## src/rtl/queue_arbiter_if.sv

```systemverilog
// -----------------------------------------------------------------------------
// queue_arbiter_if
// Bundles the producer, consumer and queue-side signals of queue_arbiter.
//   req       producer enqueue requests (level), one bit per producer
//   req_data  producer data, producer i at [i*DW +: DW]
//   gnt       one-hot, one-cycle grant pulse
//   pop       consumer dequeue request (level)
//   rsp_valid one-cycle pulse: rsp_data holds a dequeued item
//   rsp_data  dequeued item (straight from q_dout)
//   q_enq     enqueue strobe to the queue
//   q_din     enqueue data to the queue
//   q_deq     dequeue strobe to the queue
//   q_dout    read data from the queue
//   count     shadow occupancy
//   full      count == DEPTH
//   empty     count == 0
// slave  : the arbiter's view.
// master : the view of the surrounding logic (producers, consumer, queue).
// -----------------------------------------------------------------------------
interface queue_arbiter_if #(
  parameter int NREQ  = 4,
  parameter int DW    = 4,
  parameter int DEPTH = 4
);
  localparam int CW = $clog2(DEPTH) + 1;

  logic [NREQ-1:0]    req;
  logic [NREQ*DW-1:0] req_data;
  logic [NREQ-1:0]    gnt;
  logic               pop;
  logic               rsp_valid;
  logic [DW-1:0]      rsp_data;
  logic               q_enq;
  logic [DW-1:0]      q_din;
  logic               q_deq;
  logic [DW-1:0]      q_dout;
  logic [CW-1:0]      count;
  logic               full;
  logic               empty;

  modport slave (
    input  req, req_data, pop, q_dout,
    output gnt, rsp_valid, rsp_data, q_enq, q_din, q_deq, count, full, empty
  );

  modport master (
    output req, req_data, pop, q_dout,
    input  gnt, rsp_valid, rsp_data, q_enq, q_din, q_deq, count, full, empty
  );
endinterface

```

## src/rtl/queue_arbiter.sv

```systemverilog
// -----------------------------------------------------------------------------
// queue_arbiter
// Round-robin front end for a DEPTH-entry queue that has a single enqueue port
// and no full/empty status of its own. NREQ producers are arbitrated onto the
// enqueue port, consumer dequeues are interleaved so that the queue never sees
// enq and deq in the same cycle, and a shadow occupancy count provides
// full/empty.
// Ports:
//   clk   rising-edge clock
//   nrst  asynchronous active-low reset (shared with the queue)
//   bus   queue_arbiter_if.slave: req/req_data/gnt producer side,
//         pop/rsp_valid/rsp_data consumer side, q_enq/q_din/q_deq/q_dout
//         queue side, count/full/empty status
// The NREQ/DW/DEPTH parameters must match those of the connected interface.
// -----------------------------------------------------------------------------
module queue_arbiter #(
  parameter int NREQ  = 4,
  parameter int DW    = 4,
  parameter int DEPTH = 4
) (
  input  logic               clk,
  input  logic               nrst,
  queue_arbiter_if.slave     bus
);

  localparam int PW = (NREQ > 1) ? $clog2(NREQ) : 1;
  localparam int CW = $clog2(DEPTH) + 1;

  typedef enum logic {
    OP_DEQ = 1'b0,
    OP_ENQ = 1'b1
  } op_e;

  // First requester strictly after ptr, wrapping modulo NREQ. Returns ptr
  // itself when only ptr requests (the scan reaches it last).
  function automatic logic [PW-1:0] rr_pick(input logic [NREQ-1:0] req,
                                            input logic [PW-1:0]   ptr);
    logic [PW-1:0] win;
    logic [PW-1:0] ix;
    logic          found;
    int            idx;
    win   = ptr;
    found = 1'b0;
    for (int k = 1; k <= NREQ; k++) begin
      idx = (int'(ptr) + k) % NREQ;
      ix  = PW'(idx);
      if (!found && req[ix]) begin
        win   = ix;
        found = 1'b1;
      end
    end
    return win;
  endfunction

  logic [PW-1:0]   r_ptr;
  op_e             r_last_op;
  logic [CW-1:0]   r_count;
  logic            r_full;
  logic            r_empty;
  logic [NREQ-1:0] r_gnt;
  logic            r_q_enq;
  logic [DW-1:0]   r_q_din;
  logic            r_deq_vld_p0;
  logic            r_deq_vld_p1;

  logic            w_enq_ok;
  logic            w_deq_ok;
  logic            w_do_enq;
  logic            w_do_deq;
  logic [PW-1:0]   w_win;
  logic [CW-1:0]   w_count_nxt;

  assign w_enq_ok = (|bus.req) && !r_full;
  assign w_deq_ok = bus.pop && !r_empty;

  // On a conflict the operation opposite to the last issued one wins, which
  // gives strict ENQ/DEQ alternation under sustained contention.
  assign w_do_enq = w_enq_ok && (!w_deq_ok || (r_last_op == OP_DEQ));
  assign w_do_deq = w_deq_ok && (!w_enq_ok || (r_last_op == OP_ENQ));

  assign w_win = rr_pick(bus.req, r_ptr);

  // Eligibility already blocks ENQ at DEPTH and DEQ at 0, so no saturation
  // logic is needed here.
  always_comb begin
    w_count_nxt = r_count;
    if (w_do_enq) begin
      w_count_nxt = r_count + CW'(1);
    end else if (w_do_deq) begin
      w_count_nxt = r_count - CW'(1);
    end
  end

  // Issue edge: grant/enqueue/dequeue strobes and status registers.
  always_ff @(posedge clk or negedge nrst) begin
    if (!nrst) begin
      r_ptr        <= PW'(NREQ - 1);
      r_last_op    <= OP_DEQ;
      r_count      <= '0;
      r_full       <= 1'b0;
      r_empty      <= 1'b1;
      r_gnt        <= '0;
      r_q_enq      <= 1'b0;
      r_q_din      <= '0;
      r_deq_vld_p0 <= 1'b0;
      r_deq_vld_p1 <= 1'b0;
    end else begin
      r_q_enq      <= w_do_enq;
      r_deq_vld_p0 <= w_do_deq;
      r_gnt        <= w_do_enq ? (NREQ'(1) << w_win) : '0;
      r_count      <= w_count_nxt;
      r_full       <= (w_count_nxt == CW'(DEPTH));
      r_empty      <= (w_count_nxt == '0);
      if (w_do_enq) begin
        r_q_din   <= bus.req_data[w_win*DW +: DW];
        r_ptr     <= w_win;
        r_last_op <= OP_ENQ;
      end else if (w_do_deq) begin
        r_last_op <= OP_DEQ;
      end
      // Queue read edge: q_dout becomes valid one cycle after q_deq.
      r_deq_vld_p1 <= r_deq_vld_p0;
    end
  end

  assign bus.gnt       = r_gnt;
  assign bus.q_enq     = r_q_enq;
  assign bus.q_din     = r_q_din;
  assign bus.q_deq     = r_deq_vld_p0;
  assign bus.rsp_valid = r_deq_vld_p1;
  assign bus.rsp_data  = bus.q_dout;
  assign bus.count     = r_count;
  assign bus.full      = r_full;
  assign bus.empty     = r_empty;

endmodule

```

## src/flat_wrapper.sv

```systemverilog
// flat-port wrapper written by rule: the top's interface ports become plain ports
module queue_arbiter_flat 
#(
  parameter int NREQ  = 4,
  parameter int DW    = 4,
  parameter int DEPTH = 4
)
  (clk, nrst, bus_req, bus_req_data, bus_pop, bus_q_dout, bus_gnt, bus_rsp_valid, bus_rsp_data, bus_q_enq, bus_q_din, bus_q_deq, bus_count, bus_full, bus_empty);
  queue_arbiter_if #(.NREQ(NREQ), .DW(DW), .DEPTH(DEPTH)) bus_i ();
  input  logic clk;
  input  logic nrst;
  input wire logic [$bits(bus_i.req)-1:0] bus_req;
  input wire logic [$bits(bus_i.req_data)-1:0] bus_req_data;
  input wire logic [$bits(bus_i.pop)-1:0] bus_pop;
  input wire logic [$bits(bus_i.q_dout)-1:0] bus_q_dout;
  output wire logic [$bits(bus_i.gnt)-1:0] bus_gnt;
  output wire logic [$bits(bus_i.rsp_valid)-1:0] bus_rsp_valid;
  output wire logic [$bits(bus_i.rsp_data)-1:0] bus_rsp_data;
  output wire logic [$bits(bus_i.q_enq)-1:0] bus_q_enq;
  output wire logic [$bits(bus_i.q_din)-1:0] bus_q_din;
  output wire logic [$bits(bus_i.q_deq)-1:0] bus_q_deq;
  output wire logic [$bits(bus_i.count)-1:0] bus_count;
  output wire logic [$bits(bus_i.full)-1:0] bus_full;
  output wire logic [$bits(bus_i.empty)-1:0] bus_empty;
  assign bus_i.req = bus_req;
  assign bus_i.req_data = bus_req_data;
  assign bus_i.pop = bus_pop;
  assign bus_i.q_dout = bus_q_dout;
  assign bus_gnt = bus_i.gnt;
  assign bus_rsp_valid = bus_i.rsp_valid;
  assign bus_rsp_data = bus_i.rsp_data;
  assign bus_q_enq = bus_i.q_enq;
  assign bus_q_din = bus_i.q_din;
  assign bus_q_deq = bus_i.q_deq;
  assign bus_count = bus_i.count;
  assign bus_full = bus_i.full;
  assign bus_empty = bus_i.empty;
  queue_arbiter #(.NREQ(NREQ), .DW(DW), .DEPTH(DEPTH)) u_core (.clk(clk), .nrst(nrst), .bus(bus_i));
endmodule
```

## config.mk

```make
export PLATFORM = sky130hd
export DESIGN_NAME = queue_arbiter_flat
export DESIGN_NICKNAME = d
export VERILOG_FILES = /design/src/rtl/queue_arbiter_if.sv /design/src/rtl/queue_arbiter.sv /design/src/flat_wrapper.sv
export SDC_FILE = /design/constraint.sdc
export NUM_CORES = 1
export LEC_CHECK = 0
export BUFFER_PORTS_ARGS = -buffer_cell sky130_fd_sc_hd__buf_4
export CAP_MARGIN = 5
export CORE_UTILIZATION = 45
export CTS_CLUSTER_SIZE = 8
export DETAILED_ROUTE_END_ITERATION = 10
export PLACE_DENSITY = 0.89
export SYNTH_ARGS = -nofsm -noshare
export SYNTH_HDL_FRONTEND = slang
export SYNTH_SLANG_ARGS = --single-unit
export TNS_END_PERCENT = 1
```

## constraint.sdc

```tcl
create_clock -name clk -period 2.1 [get_ports clk]
set_input_delay 0.21 -clock clk [delete_from_list [all_inputs] [get_ports clk]]
set_output_delay 0.21 -clock clk [all_outputs]
set_load 0.005 [all_outputs]
```

# Word-level counts from Yosys, hierarchy flattened
# Index checks and enable logic that the tools add are counted.
# word_totals
regBits	19
in_bits	27
output_inout_bits	20
elab_cells	63
# op_classes
n_addsub	6
magnitude_cmp	4
n_eq_ne	1
shift	2
n_mux	20
n_bitwise	1
reduce_logical	19
# op_table
cell	count
$shiftx 16x5->4	1
$lt 2x3->1 const B	4
$mux 1	9
$bmux 1 s2	4
$mux 2	4
$logic_and 1x1->1	7
$logic_not 1->1	7
$mux 3	2
$add 2x1->2 const B	2
$add 2x2->2 const B	2
$mux 4	1
$reduce_or 4->1	1
$shl 1x2->4 const A	1
$add 3x1->3 const B	1
$eq 3x3->1 const B	1
$logic_not 3->1	1
$sub 3x1->3 const B	1
$logic_or 1x1->1	2
$reduce_bool 2->1	1
$not 1->1	1

# Depth between registers and ports, before layout
# Gate-level depths: netlist (run 1).
# logic_depth
depth_word	15
depth_mapped	7

# Least setup slack after synthesis (run 1)
# Ideal clock, no wire load.
# synth_timing
kind	flip-flop to flip-flop
from	register u_core.r_ptr[1]
to	register u_core.r_q_din[1] (netlist: u_core.bus.q_din[1])
setup_ps	140
arrival_time_ps	1614
path_slack_ps	346
path_stages_with_launch	7
period_less_slack_ps	1754
cell_sequence	dfstp_2 > or3b_1 > buf_2 > and3_4 > buf_6 > a2111oi_0 > a211oi_1
# synth_via
elab_chain_cells	14
elab_cells_between_ends	26
cone_classes	add/sub (4); shift (1); mux (15); reduce/logical (6)
# synth_lines
element	line	rtl
start, declared	queue_arbiter.sv:55	logic [PW-1:0] r_ptr;
start signal, assigned	queue_arbiter.sv:97	r_ptr <= PW'(NREQ - 1);
start signal, assigned	queue_arbiter.sv:116	r_ptr <= w_win;
$add 2x1->2	queue_arbiter.sv:45	idx = (int'(ptr) + k) % NREQ;
$bmux 1 s2	queue_arbiter.sv:47	if (!found && req[ix]) begin
$mux 1 (implied by the code)	queue_arbiter.sv:47	
$mux 1	queue_arbiter.sv:47	
$logic_not 1->1	queue_arbiter.sv:47	
$logic_and 1x1->1	queue_arbiter.sv:47	
$mux 1	queue_arbiter.sv:47	
$logic_not 1->1	queue_arbiter.sv:47	
$logic_and 1x1->1	queue_arbiter.sv:47	
$mux 1	queue_arbiter.sv:47	
$logic_not 1->1	queue_arbiter.sv:47	
$logic_and 1x1->1	queue_arbiter.sv:47	
$mux 2 (*)	queue_arbiter.sv:47	
$shiftx 16x5->4 (*)	queue_arbiter.sv:115	r_q_din <= bus.req_data[w_win*DW +: DW];
end signal, assigned	queue_arbiter.sv:115	
end, declared	queue_arbiter.sv:62	logic [DW-1:0] r_q_din;
# Every way passes the cells marked *; elsewhere a longest branch is shown, timed or not. The select of a mux whose other input is x is not followed.
# A chain may end at the register's enable or synchronous reset.

# Worst setup path in the final report (run 1)
# layout_timing
from	register u_core.r_ptr[1]
to	register u_core.r_q_din[2] (netlist: u_core.bus.q_din[2])
# Same word-level chain as after synthesis.

==> flow_metrics.py, run 1 <==
metrics = {
    "clock_tree": {
        "cts_htree_levels": 1,
        "cts_made_buffers": 3,
        "cts_buffer_depth": 2,
        "post-cts-setup-buffers": 0,
        "cts_sinks": 19,
        "cts_root_buffer": "clkbuf_4",
        "clock_latency_ns": 0.28,
        "cts.clk_slew.worst_paths_ns": 0.10,
        "cts_tree": "yes",
    },
    "critical_path": {
        "startpoint_type": "flip-flop",
        "worst-path-buf-inv": 0,
        "path_class": "flip-flop to flip-flop",
        "max_stage_delay_ns": 0.60,
        "crit_chain": "nand2_1 > a21o_1 > and3_4 > a2111oi_0 > a211oi_1",
        "crit_end": "u_core.bus.q_din[2]",
        "reg2reg_slack_ns": 0.19,
        "cp_max_fo": 11,
        "crit_start": "u_core.r_ptr[1]",
        "cpMaxStageDelayCell": "dfstp_2",
        "crit_path_end_kind": "flip-flop",
        "cp_top_family": "compound AO/OA/AOI/OAI gates",
        "r2r_end": "u_core.bus.q_din[2]",
        "path_depth": 5,
        "cp.arrival_ns": 2.07,
        "r2r_cells": 5,
        "worstReg2RegStart": "u_core.r_ptr[1]",
        "crit_required_ns": 2.25,
    },
    "timing": {
        "finalCriticalPeriod_ns": 1.91,
        "whs_ns": 0.267,
        "final_hold_viol_count": 0,
        "tightest_slew_ns": 0.820,
        "rsz0062_at_grt": "false",
        "relSlewSlack_pct": 44.5,
        "period_share_pct": 91.0,
        "finClkSkew_ns": 0.00150,
        "slew_violations": 0,
        "setup_tns_ns": 0,
        "setup_viol": 0,
        "clock.fmax_mhz": 523,
    },
    "die": {
        "die_area_um2": 2400,
        "die_width_um": 49.0,
        "initial_core_util_pct": 49.2,
        "rows": 16,
        "core-area_um2": 2020,
        "die_h_um": 49.0,
        "io_pins": 47,
    },
    "status": {
        "outcome": "finished, final reports clean",
    },
    "synth": {
        "synthXorXnorAreaFrac_pct": 1.76,
        "ys_types": 35,
        "yosys_warnings": 0,
        "ys_ff_latch": 19,
        "synth-main-ff-cell": "dfrtp_1",
        "synth_top_cell_by_area": "dfrtp_1",
        "ys_seq_area_share_pct": 48.2,
        "avgSynthCellArea_um2": 10.0,
        "syn_area_um2": 995,
        "synth-adder-area-share_pct": 2.52,
        "synth-compound-area-share_pct": 18.0,
        "yosys.area.top_type_share_pct": 40.3,
        "syn_nets": 128,
        "synth_edf_count": 0,
        "syn_inst": 99,
        "ys_top_cells_by_area": "dfrtp_1 40%, dfstp_2 7.9%, mux2i_1 5.0%",
        "synth-async-reset-ratio_pct": 100,
        "synthSimpleGateAreaFrac_pct": 16.9,
        "synth_top_family_by_area": "compound AO/OA/AOI/OAI gates",
        "synth_mux_area_share_pct": 5.03,
    },
    "detailed_routing": {
        "vias_per_cell": 5.45,
        "ant_nets": 0,
        "first_pass_iters": 4,
        "route.detailed.drc": 0,
        "first_iter_violations": 27,
        "wl_um": 2250,
        "via_count": 893,
        "wl_per_cell_um": 13.7,
    },
    "layout": {
        "fin_nets": 167,
        "diodes": 0,
        "syn2layout_area_growth_pct": 32.2,
        "multi_input_area_um2": 439,
        "regArea_um2": 479,
        "num-fill-cells": 162,
        "drive_gt1_share_pct": 35.0,
    },
    "worst_hold_path": {
        "holdCritPathClass": "input port to flip-flop",
    },
    "global_routing": {
        "track_usage_pct": 19.8,
        "grt_first_pass_wirelength_um": 3620,
        "grt-ovfl-total": 0,
        "grt_max_degree": 20,
        "grt_pass1_vias": 853,
        "antenna_found_initial": 0,
    },
    "pwr": {
        "total_power_w": 0.00171,
        "power.density_nw_per_um2": 1300,
        "leakage_nw": 0.650,
        "ir_worst_vdd_uv": 718,
    },
    "placed_design": {
        "dpl.hpwl_um": 1720,
        "io_buffers": 38,
        "gp_congestion": 0.843,
    },
    "run": {
        "drv_cap": 0,
    },
}
## per-layer routing
layer	part of all wire, %	track usage, %	wire length (µm)	vias up
met5	0	0	0	-
met4	2.8	10.8	63	0
met3	4.7	3.43	105	8
met2	49	33.3	1110	35
met1	43	23.9	972	426
li1	-	-	-	424
## worst register-to-register path: stages, from the launching register on
cell and delay [ns]:
dfstp_2 0.60, nand2_1 0.08, a21o_1 0.23, and3_4 0.26
a2111oi_0 0.51, a211oi_1 0.11
## cells in the final DEF, fill, tap and decap left out, drive strengths merged, types with 3 or more instances in the layout
| cell type | count |
|---|---|
| nand2 | 6 |
| dfrtp | 16 |
| a2111oi | 4 |
| clkbuf | 4 |
| buf | 40 |
| inv | 7 |
| a31oi | 4 |
| o21ai | 4 |
| and3 | 3 |
| nor2 | 11 |
| dfstp | 3 |
| mux2i | 5 |
| a211oi | 4 |
## state kept, by name (all words and copies together), names as in the netlist
| signal | flops |
|---|---|
| u_core.bus.q_enq | 1 |
| u_core.bus.count | 3 |
| u_core.bus.rsp_valid | 1 |
| u_core.r_ptr | 2 |
| u_core.bus.full | 1 |
| u_core.bus.q_din | 4 |
| u_core.bus.q_deq | 1 |
| u_core.bus.empty | 1 |
| u_core.bus.gnt | 4 |
| u_core.r_last_op | 1 |
## worst min path at each step
stage	startpoint	endpoint	slack, ns	cells past startpoint
3_3_place_gp	nrst	u_core.bus.full	0.09	1
4_1_cts	bus_req_data[6]	u_core.bus.q_din[2]	0.27	3
2_1_floorplan	nrst	u_core.bus.count[0]	-0.09	0
3_5_place_dp	nrst	u_core.r_last_op	0.1	1
5_1_grt	bus_req_data[7]	u_core.bus.q_din[3]	0.27	3
6_report	bus_req_data[6]	u_core.bus.q_din[2]	0.27	3
## Yosys cell counts (2+ instances only)
| library cell | number |
|---|---|
| o21ai_0 | 4 |
| buf_4 | 4 |
| dfrtp_1 | 16 |
| and2_1 | 2 |
| a31oi_1 | 4 |
| dfstp_2 | 3 |
| mux2i_1 | 5 |
| nor2b_1 | 2 |
| a21o_1 | 2 |
| inv_1 | 7 |
| a2111oi_0 | 4 |
| o21a_1 | 2 |
| a211oi_1 | 4 |
| nor2_1 | 11 |
| nand2_1 | 6 |
| and3_1 | 2 |
| ha_1 | 2 |
| xnor2_1 | 2 |
## final cells by class
cell class | count | share of cell area [%]
sequential | 19 | 36.4
timing repair buffer | 41 | 23.6
clock buffer | 4 | 2.00
inverter | 7 | 2.00
multi-input combinational | 66 | 33.4
tap | 27 | 2.57
## per-stage QoR
step	setup WS, ns	area, µm²	instances	utilization (%)
after floorplan	0.346	995	99	-
after global placement	0.329	1280	159	63.2
after detailed placement	0.0586	1280	159	63.2
after CTS	0.0353	1320	164	65.0
after global routing	0.0781	1320	164	65.0
final	0.188	1320	164	65.0
## power by group
part,internal (W),switching [W]
clock,0.0000737,0.000106
combinational,0.000448,0.000423
sequential,0.000543,0.000118
## repair_timing
action / CTS / global route
gates resized for setup: 0 / 1
hold buffers: 1 / 0
hold endpoints to repair: 16 / 0
endpoints found under the setup margin: 0 / 4
## logic make-up (layout without fill, tap and decap cells)
logic type | after synthesis | count (layout)
XOR/XNOR | 2 | 2
buffers and inverters | 14 | 52
adder cells (fa/ha/maj) | 2 | 2
AND/OR/NAND/NOR | 32 | 32
multiplexers | 5 | 5
AO/OA/AOI/OAI | 25 | 25
flip-flops | 19 | 19
Power figures use the tool's default switching activity.
==> run 2, diff against run 1 <==
Settings changed: ABC_AREA set to 1, CORE_ASPECT_RATIO set to 0.9, CORE_UTILIZATION 45 to 49, PLACE_DENSITY 0.89 to 0.77.
==> run 2 against run 1 <==
Area after synthesis up 27%; combinational power is 110% higher; sequential power is 0.9% lower; register-to-register slack improved by 0.02 ns; cell count grew 46%; synthesized cell count up 73%; count of clock-buffer cells in the layout shrank 1.
==> flow_metrics.py, run 2 <==
metrics = {
    "pwr": {
        "power_switching_w": 0.00135,
        "pwr-share-clk_pct": 7.1,
        "total_power_w": 0.00266,
        "p_int_w": 0.00131,
        "leakage_nw": 0.925,
        "power.density_nw_per_um2": 1660,
        "power_frac_comb_pct": 68.2,
        "pwr-share-seq_pct": 24.7,
        "switching_share_pct": 50.8,
        "ir_worst_vdd_uv": 1170,
    },
    "synth": {
        "ys_ff_latch": 19,
        "ys_seq_area_share_pct": 38.0,
        "syn_inst": 171,
        "synth-async-reset-ratio_pct": 100,
        "synth-main-ff-cell": "dfrtp_1",
        "synth_most_common_cell": "nand2_1",
        "synth_common_cells": "52 x nand2_1, 25 x nand3_1, 21 x inv_1",
        "yosys_warnings": 0,
        "avgSynthCellArea_um2": 7.38,
        "ys_types": 22,
        "synth_top_cell_by_area": "dfrtp_1",
        "yosys.area.top_type_share_pct": 31.7,
        "synth_edf_count": 0,
        "syn_nets": 200,
        "ys_top_cells_by_area": "dfrtp_1 32%, nand2_1 15%, nand3_1 9.9%",
        "syn_area_um2": 1260,
    },
    "layout": {
        "num-fill-cells": 206,
        "drive_gt1_share_pct": 35.5,
        "fin_nets": 241,
        "final_cells": 239,
        "layout_commonest_cell": "nand2_1",
        "final_cell_mix": "52 x nand2_1, 41 x buf_4, 25 x nand3_1",
        "diodes": 0,
        "syn2layout_area_growth_pct": 26.8,
        "fin_util_pct": 65.4,
    },
    "critical_path": {
        "path_class": "flip-flop to flip-flop",
        "cp_common_cell": "nand2_1",
        "r2r_end": "u_core.bus.q_din[3]",
        "crit_path_end_kind": "flip-flop",
        "cpMaxStageDelayCell": "dfstp_4",
        "crit_required_ns": 2.29,
        "reg2reg_slack_ns": 0.21,
        "cp_max_fo": 8,
        "worst-path-buf-inv": 1,
        "worstReg2RegStart": "u_core.r_ptr[0]",
        "cp_top_family": "simple AND/OR/NAND/NOR gates",
        "cp.arrival_ns": 2.08,
        "max_stage_delay_ns": 0.69,
        "startpoint_type": "flip-flop",
        "crit_chain": "buf_4 > nand2_1 > nand3_2 > nand2_2 > nand2_4 > nand3_2 > nand3_1 > nand2_1 > nand2_1 > nand2_1 > nand2_1 > nand2_1",
        "r2r_cells": 12,
    },
    "worst_hold_path": {
        "whs_endpoint": "u_core.bus.q_deq",
        "hold_depth": 5,
        "min_from": "bus_pop",
        "holdCritPathClass": "input port to flip-flop",
    },
    "global_routing": {
        "grt_pass1_vias": 1108,
        "antenna_found_initial": 0,
        "grt_first_pass_wirelength_um": 4860,
        "grt-ovfl-total": 0,
        "track_usage_pct": 22.0,
        "grt_max_degree": 20,
    },
    "placed_design": {
        "dpl.hpwl_um": 2200,
        "dpl.cell_count": 232,
        "io_buffers": 38,
        "gp_congestion": 0.857,
    },
    "detailed_routing": {
        "first_pass_iters": 4,
        "wl_per_cell_um": 11.8,
        "first_iter_violations": 73,
        "ant_nets": 0,
        "via_count": 1229,
        "vias_per_cell": 5.14,
        "route.detailed.drc": 0,
        "wl_um": 2820,
    },
    "die": {
        "io_pins": 47,
        "die_width_um": 55.5,
        "die_h_um": 50.1,
        "initial_core_util_pct": 51.6,
        "die_area_um2": 2780,
        "rows": 17,
        "core-area_um2": 2450,
    },
    "timing": {
        "period_share_pct": 89.9,
        "clock.fmax_mhz": 530,
        "finClkSkew_ns": 0.00920,
        "slew_violations": 0,
        "final_hold_viol_count": 0,
        "tightest_slew_ns": 0.357,
        "rsz0062_at_grt": "false",
        "whs_ns": 0.273,
        "setup_tns_ns": 0,
        "relSlewSlack_pct": 76.0,
        "setup_viol": 0,
        "finalCriticalPeriod_ns": 1.89,
    },
    "clock_tree": {
        "cts_made_buffers": 3,
        "clock_latency_ns": 0.30,
        "cts_htree_levels": 1,
        "cts_sinks": 19,
        "cts_root_buffer": "clkbuf_4",
        "cts_tree": "yes",
        "cts.clk_slew.worst_paths_ns": 0.12,
        "cts_buffer_depth": 2,
    },
    "status": {
        "outcome": "finished, final reports clean",
    },
    "run": {
        "drv_cap": 0,
    },
}
==> run 2: cell types whose count changed in the layout (fill, tap and decap cells not counted), sizes merged, moves of 3 or more <==
cell,change
a2111oi,-4
a211oi,-4
a31oi,-4
and3,-3
inv,+17
mux2i,-5
nand2,+65
nand3,+27
==> run 2: power groups by stage <==
stage                     clock, W  sequential [W]  combinational [W]
after floorplan                  0        0.000628            0.00133
after global placement           0        0.000662            0.00171
after detailed placement         0        0.000671            0.00175
after CTS                 0.000195        0.000665            0.00176
after global routing      0.000209        0.000677            0.00205
final                     0.000189        0.000655            0.00181
==> run 2: layer usage <==
| metal | vias to the layer above | global-route usage (%) | routed length [µm] |
|---|---|---|---|
| li1 | 614 | - | - |
| met1 | 587 | 29.7 | 1320 |
| met2 | 24 | 37.8 | 1390 |
| met3 | 4 | 4.64 | 102 |
| met4 | 0 | 2.92 | 10 |
| met5 | - | 0 | 0 |
==> run 2: timing repair <==
action,4_1_cts,5_1_grt
hold endpoints to repair,19,0
setup buffers,0,2
resized for setup,0,1
setup endpoints to repair,0,3
hold buffers,1,0
==> run 2: per-stage QoR <==
stage / worst slack, ns / area (µm²)
6_report: 0.212 / 1600
5_1_grt: 0.0279 / 1600
4_1_cts: 0.170 / 1580
3_5_place_dp: 0.208 / 1540
3_3_place_gp: 0.279 / 1540
2_1_floorplan: 0.482 / 1260
==> run 2: worst max path at each step <==
stage	start	cells past startpoint	slack [ns]	end
detailed placement	u_core.r_ptr[0]	13	0.21	u_core.bus.q_din[3]
finish	u_core.r_ptr[0]	12	0.21	u_core.bus.q_din[3]
global route	u_core.r_ptr[0]	13	0.03	u_core.bus.q_din[1]
global placement	u_core.r_ptr[0]	13	0.28	u_core.bus.q_din[3]
floorplan	u_core.r_ptr[0]	16	0.48	u_core.bus.q_din[1]
CTS	u_core.r_ptr[0]	13	0.17	u_core.bus.q_din[3]
==> run 2: cell type report <==
type | instances | area (µm²) | area share [%]
Clock buffer | 3 | 22.5 | 1.41
Clock inverter | 1 | 7.51 | 0.469
Inverter | 24 | 103 | 6.42
Multi-Input combinational cell | 122 | 631 | 39.4
Sequential cell | 19 | 483 | 30.2
Tap cell | 28 | 35.0 | 2.19
Timing Repair Buffer | 42 | 318 | 19.9
==> run 2: cell families (layout without fill, tap and decap cells) <==
group | count (synthesis) | in the layout | share of synthesized area, %
buffers and inverters | 30 | 70 | 12.0
AO/OA/AOI/OAI | 9 | 9 | 4.36
flip-flops | 19 | 19 | 38.0
adder cells (fa/ha/maj) | 2 | 2 | 1.98
AND/OR/NAND/NOR | 111 | 111 | 43.7
==> run 2: worst reg2reg max path, cell delays in order (launching register included) <==
cell     delay (ns)
dfstp_4        0.69
buf_4          0.13
nand2_1        0.07
nand3_2        0.10
nand2_2        0.08
nand2_4        0.11
nand3_2        0.17
nand3_1        0.14
nand2_1        0.07
nand2_1        0.06
nand2_1        0.05
nand2_1        0.06
nand2_1        0.05
==> run 3, diff against run 2 <==
Settings changed: BUFFER_PORTS_ARGS -buffer_cell sky130_fd_sc_hd__buf_4 to -buffer_cell sky130_fd_sc_hd__buf_2.
==> run 3 against run 2 <==
Cell count decreased by 0.84%; global-route usage decreased by 2.6 points; count of clock-buffer cells in the layout unchanged; setup slack improved by 0.0081 ns; critical path type unchanged; largest cell class unchanged; largest power group unchanged; highest routed layer unchanged.
==> flow_metrics.py, run 3 (same netlist as run 2, synthesis figures left out) <==
metrics = {
    "die": {
        "die_h_um": 50.1,
        "core-area_um2": 2450,
        "io_pins": 47,
        "die_width_um": 55.5,
        "initial_core_util_pct": 51.6,
        "rows": 17,
        "die_area_um2": 2780,
    },
    "timing": {
        "final_hold_viol_count": 0,
        "slew_violations": 0,
        "period_share_pct": 89.5,
        "setup_tns_ns": 0,
        "finClkSkew_ns": 0.00856,
        "relSlewSlack_pct": 73.8,
        "tightest_slew_ns": 0.393,
        "rsz0062_at_grt": "false",
        "clock.fmax_mhz": 532,
        "setup_viol": 0,
        "finalCriticalPeriod_ns": 1.88,
    },
    "layout": {
        "final_cells": 237,
        "drive_gt1_share_pct": 34.9,
        "diodes": 0,
        "final_cell_mix": "52 x nand2_1, 38 x buf_2, 25 x nand3_1",
        "fin_nets": 239,
        "syn2layout_area_growth_pct": 17.8,
        "final_cell_area_um2": 1490,
        "layout_commonest_cell": "nand2_1",
    },
    "critical_path": {
        "cpMaxStageDelayCell": "dfstp_2",
        "path_class": "flip-flop to flip-flop",
        "cp_max_fo": 9,
        "worstReg2RegStart": "u_core.r_ptr[0]",
        "crit_required_ns": 2.29,
        "cp_common_cell": "nand2_1",
        "reg2reg_slack_ns": 0.22,
        "cp.arrival_ns": 2.07,
        "crit_path_end_kind": "flip-flop",
        "r2r_cells": 13,
        "r2r_end": "u_core.bus.q_din[3]",
        "crit_chain": "inv_8 > nand2_1 > nand2_1 > nand2_1 > nand2_2 > inv_4 > nand3_2 > nand3_1 > nand2_1 > nand2_1 > nand2_1 > nand2_1 > nand2_1",
        "max_stage_delay_ns": 0.72,
        "crit_start": "u_core.r_ptr[0]",
        "crit_end": "u_core.bus.q_din[3]",
        "startpoint_type": "flip-flop",
    },
    "clock_tree": {
        "cts.clk_slew.worst_paths_ns": 0.11,
        "cts_tree": "yes",
        "cts_made_buffers": 3,
        "cts_resized": 0,
        "cts_buffer_depth": 2,
        "cts_root_buffer": "clkbuf_4",
        "cts_htree_levels": 1,
        "clock_latency_ns": 0.30,
        "cts_sinks": 19,
    },
    "pwr": {
        "leakage_nw": 0.887,
        "total_power_w": 0.00251,
        "ir_worst_vdd_uv": 1230,
        "power.density_nw_per_um2": 1690,
    },
    "detailed_routing": {
        "ant_nets": 0,
        "first_iter_violations": 34,
        "vias_per_cell": 5.01,
        "wl_per_cell_um": 10.7,
        "wl_um": 2540,
        "first_pass_iters": 4,
        "via_count": 1187,
        "route.detailed.drc": 0,
    },
    "placed_design": {
        "dpl.cell_count": 232,
        "gp_congestion": 0.862,
        "placed_area_um2": 1450,
        "io_buffers": 38,
        "dpl.hpwl_um": 2050,
    },
    "global_routing": {
        "use_met3_pct": 3.87,
        "grt.busiest_layer": "met2",
        "grt_max_degree": 20,
        "met1_usage_pct": 26.6,
        "track_usage_pct": 19.4,
        "grt_use_met2_pct": 31.7,
        "grt_first_pass_wirelength_um": 4340,
        "antenna_found_initial": 0,
        "grt-ovfl-total": 0,
        "grt_pass1_vias": 1058,
    },
    "status": {
        "outcome": "finished, final reports clean",
    },
    "run": {
        "drv_cap": 0,
    },
    "worst_hold_path": {
        "holdCritPathClass": "input port to flip-flop",
    },
}
## run 3: layout make-up
cell class | count | area (µm²)
multi-input cells | 122 | 631
inverters | 24 | 103
clock inverters | 1 | 7.51
clock buffers | 3 | 22.5
repair buffers | 40 | 208
fillers | 219 | 961
well taps | 28 | 35.0
flip-flops and latches | 19 | 479
## run 3: worst min-delay path by stage
| stage | from | endpoint | slack (ns) | cells after the start |
|---|---|---|---|---|
| after floorplan | nrst | u_core.bus.count[0] | -0.09 | 0 |
| after global placement | nrst | u_core.bus.count[2] | 0.15 | 1 |
| after detailed placement | nrst | u_core.bus.count[2] | 0.16 | 1 |
| after CTS | bus_pop | u_core.bus.q_deq | 0.25 | 5 |
| after global routing | bus_pop | u_core.bus.q_deq | 0.29 | 5 |
| final | bus_pop | u_core.bus.q_deq | 0.28 | 5 |
## run 3: report_power, final
group          internal, W  leakage, nW  switching [W]
combinational     0.000598        0.644        0.00107
sequential        0.000538        0.230       0.000118
clock            0.0000725       0.0139       0.000112
total              0.00121        0.887        0.00130
## run 3: worst max-delay path: cells and delay by family, from the launching register on
kind | cells | cell delay [ns]
AND/OR/NAND/NOR | 11 | 0.88
flip-flops | 1 | 0.72
buffers and inverters | 2 | 0.18
## run 3: timing repair
action | CTS | global route
hold endpoints to repair | 16 | 0
hold buffers | 1 | 0
setup buffers | 0 | 0
## run 3: per-stage QoR
| stage | setup WS [ns] | util, % | hold WS, ns |
|---|---|---|---|
| 2_1_floorplan | 0.482 | - | -0.0856 |
| 3_3_place_gp | 0.288 | 59.1 | 0.154 |
| 3_5_place_dp | 0.250 | 59.1 | 0.161 |
| 4_1_cts | 0.221 | 60.7 | 0.249 |
| 5_1_grt | 0.00841 | 60.7 | 0.289 |
| 6_report | 0.221 | 60.7 | 0.282 |
## run 3: routing by layer
layer,vias to the layer above,wire (µm)
met5,-,0
met1,552,1180
met4,0,2
met2,28,1250
li1,605,-
met3,2,102
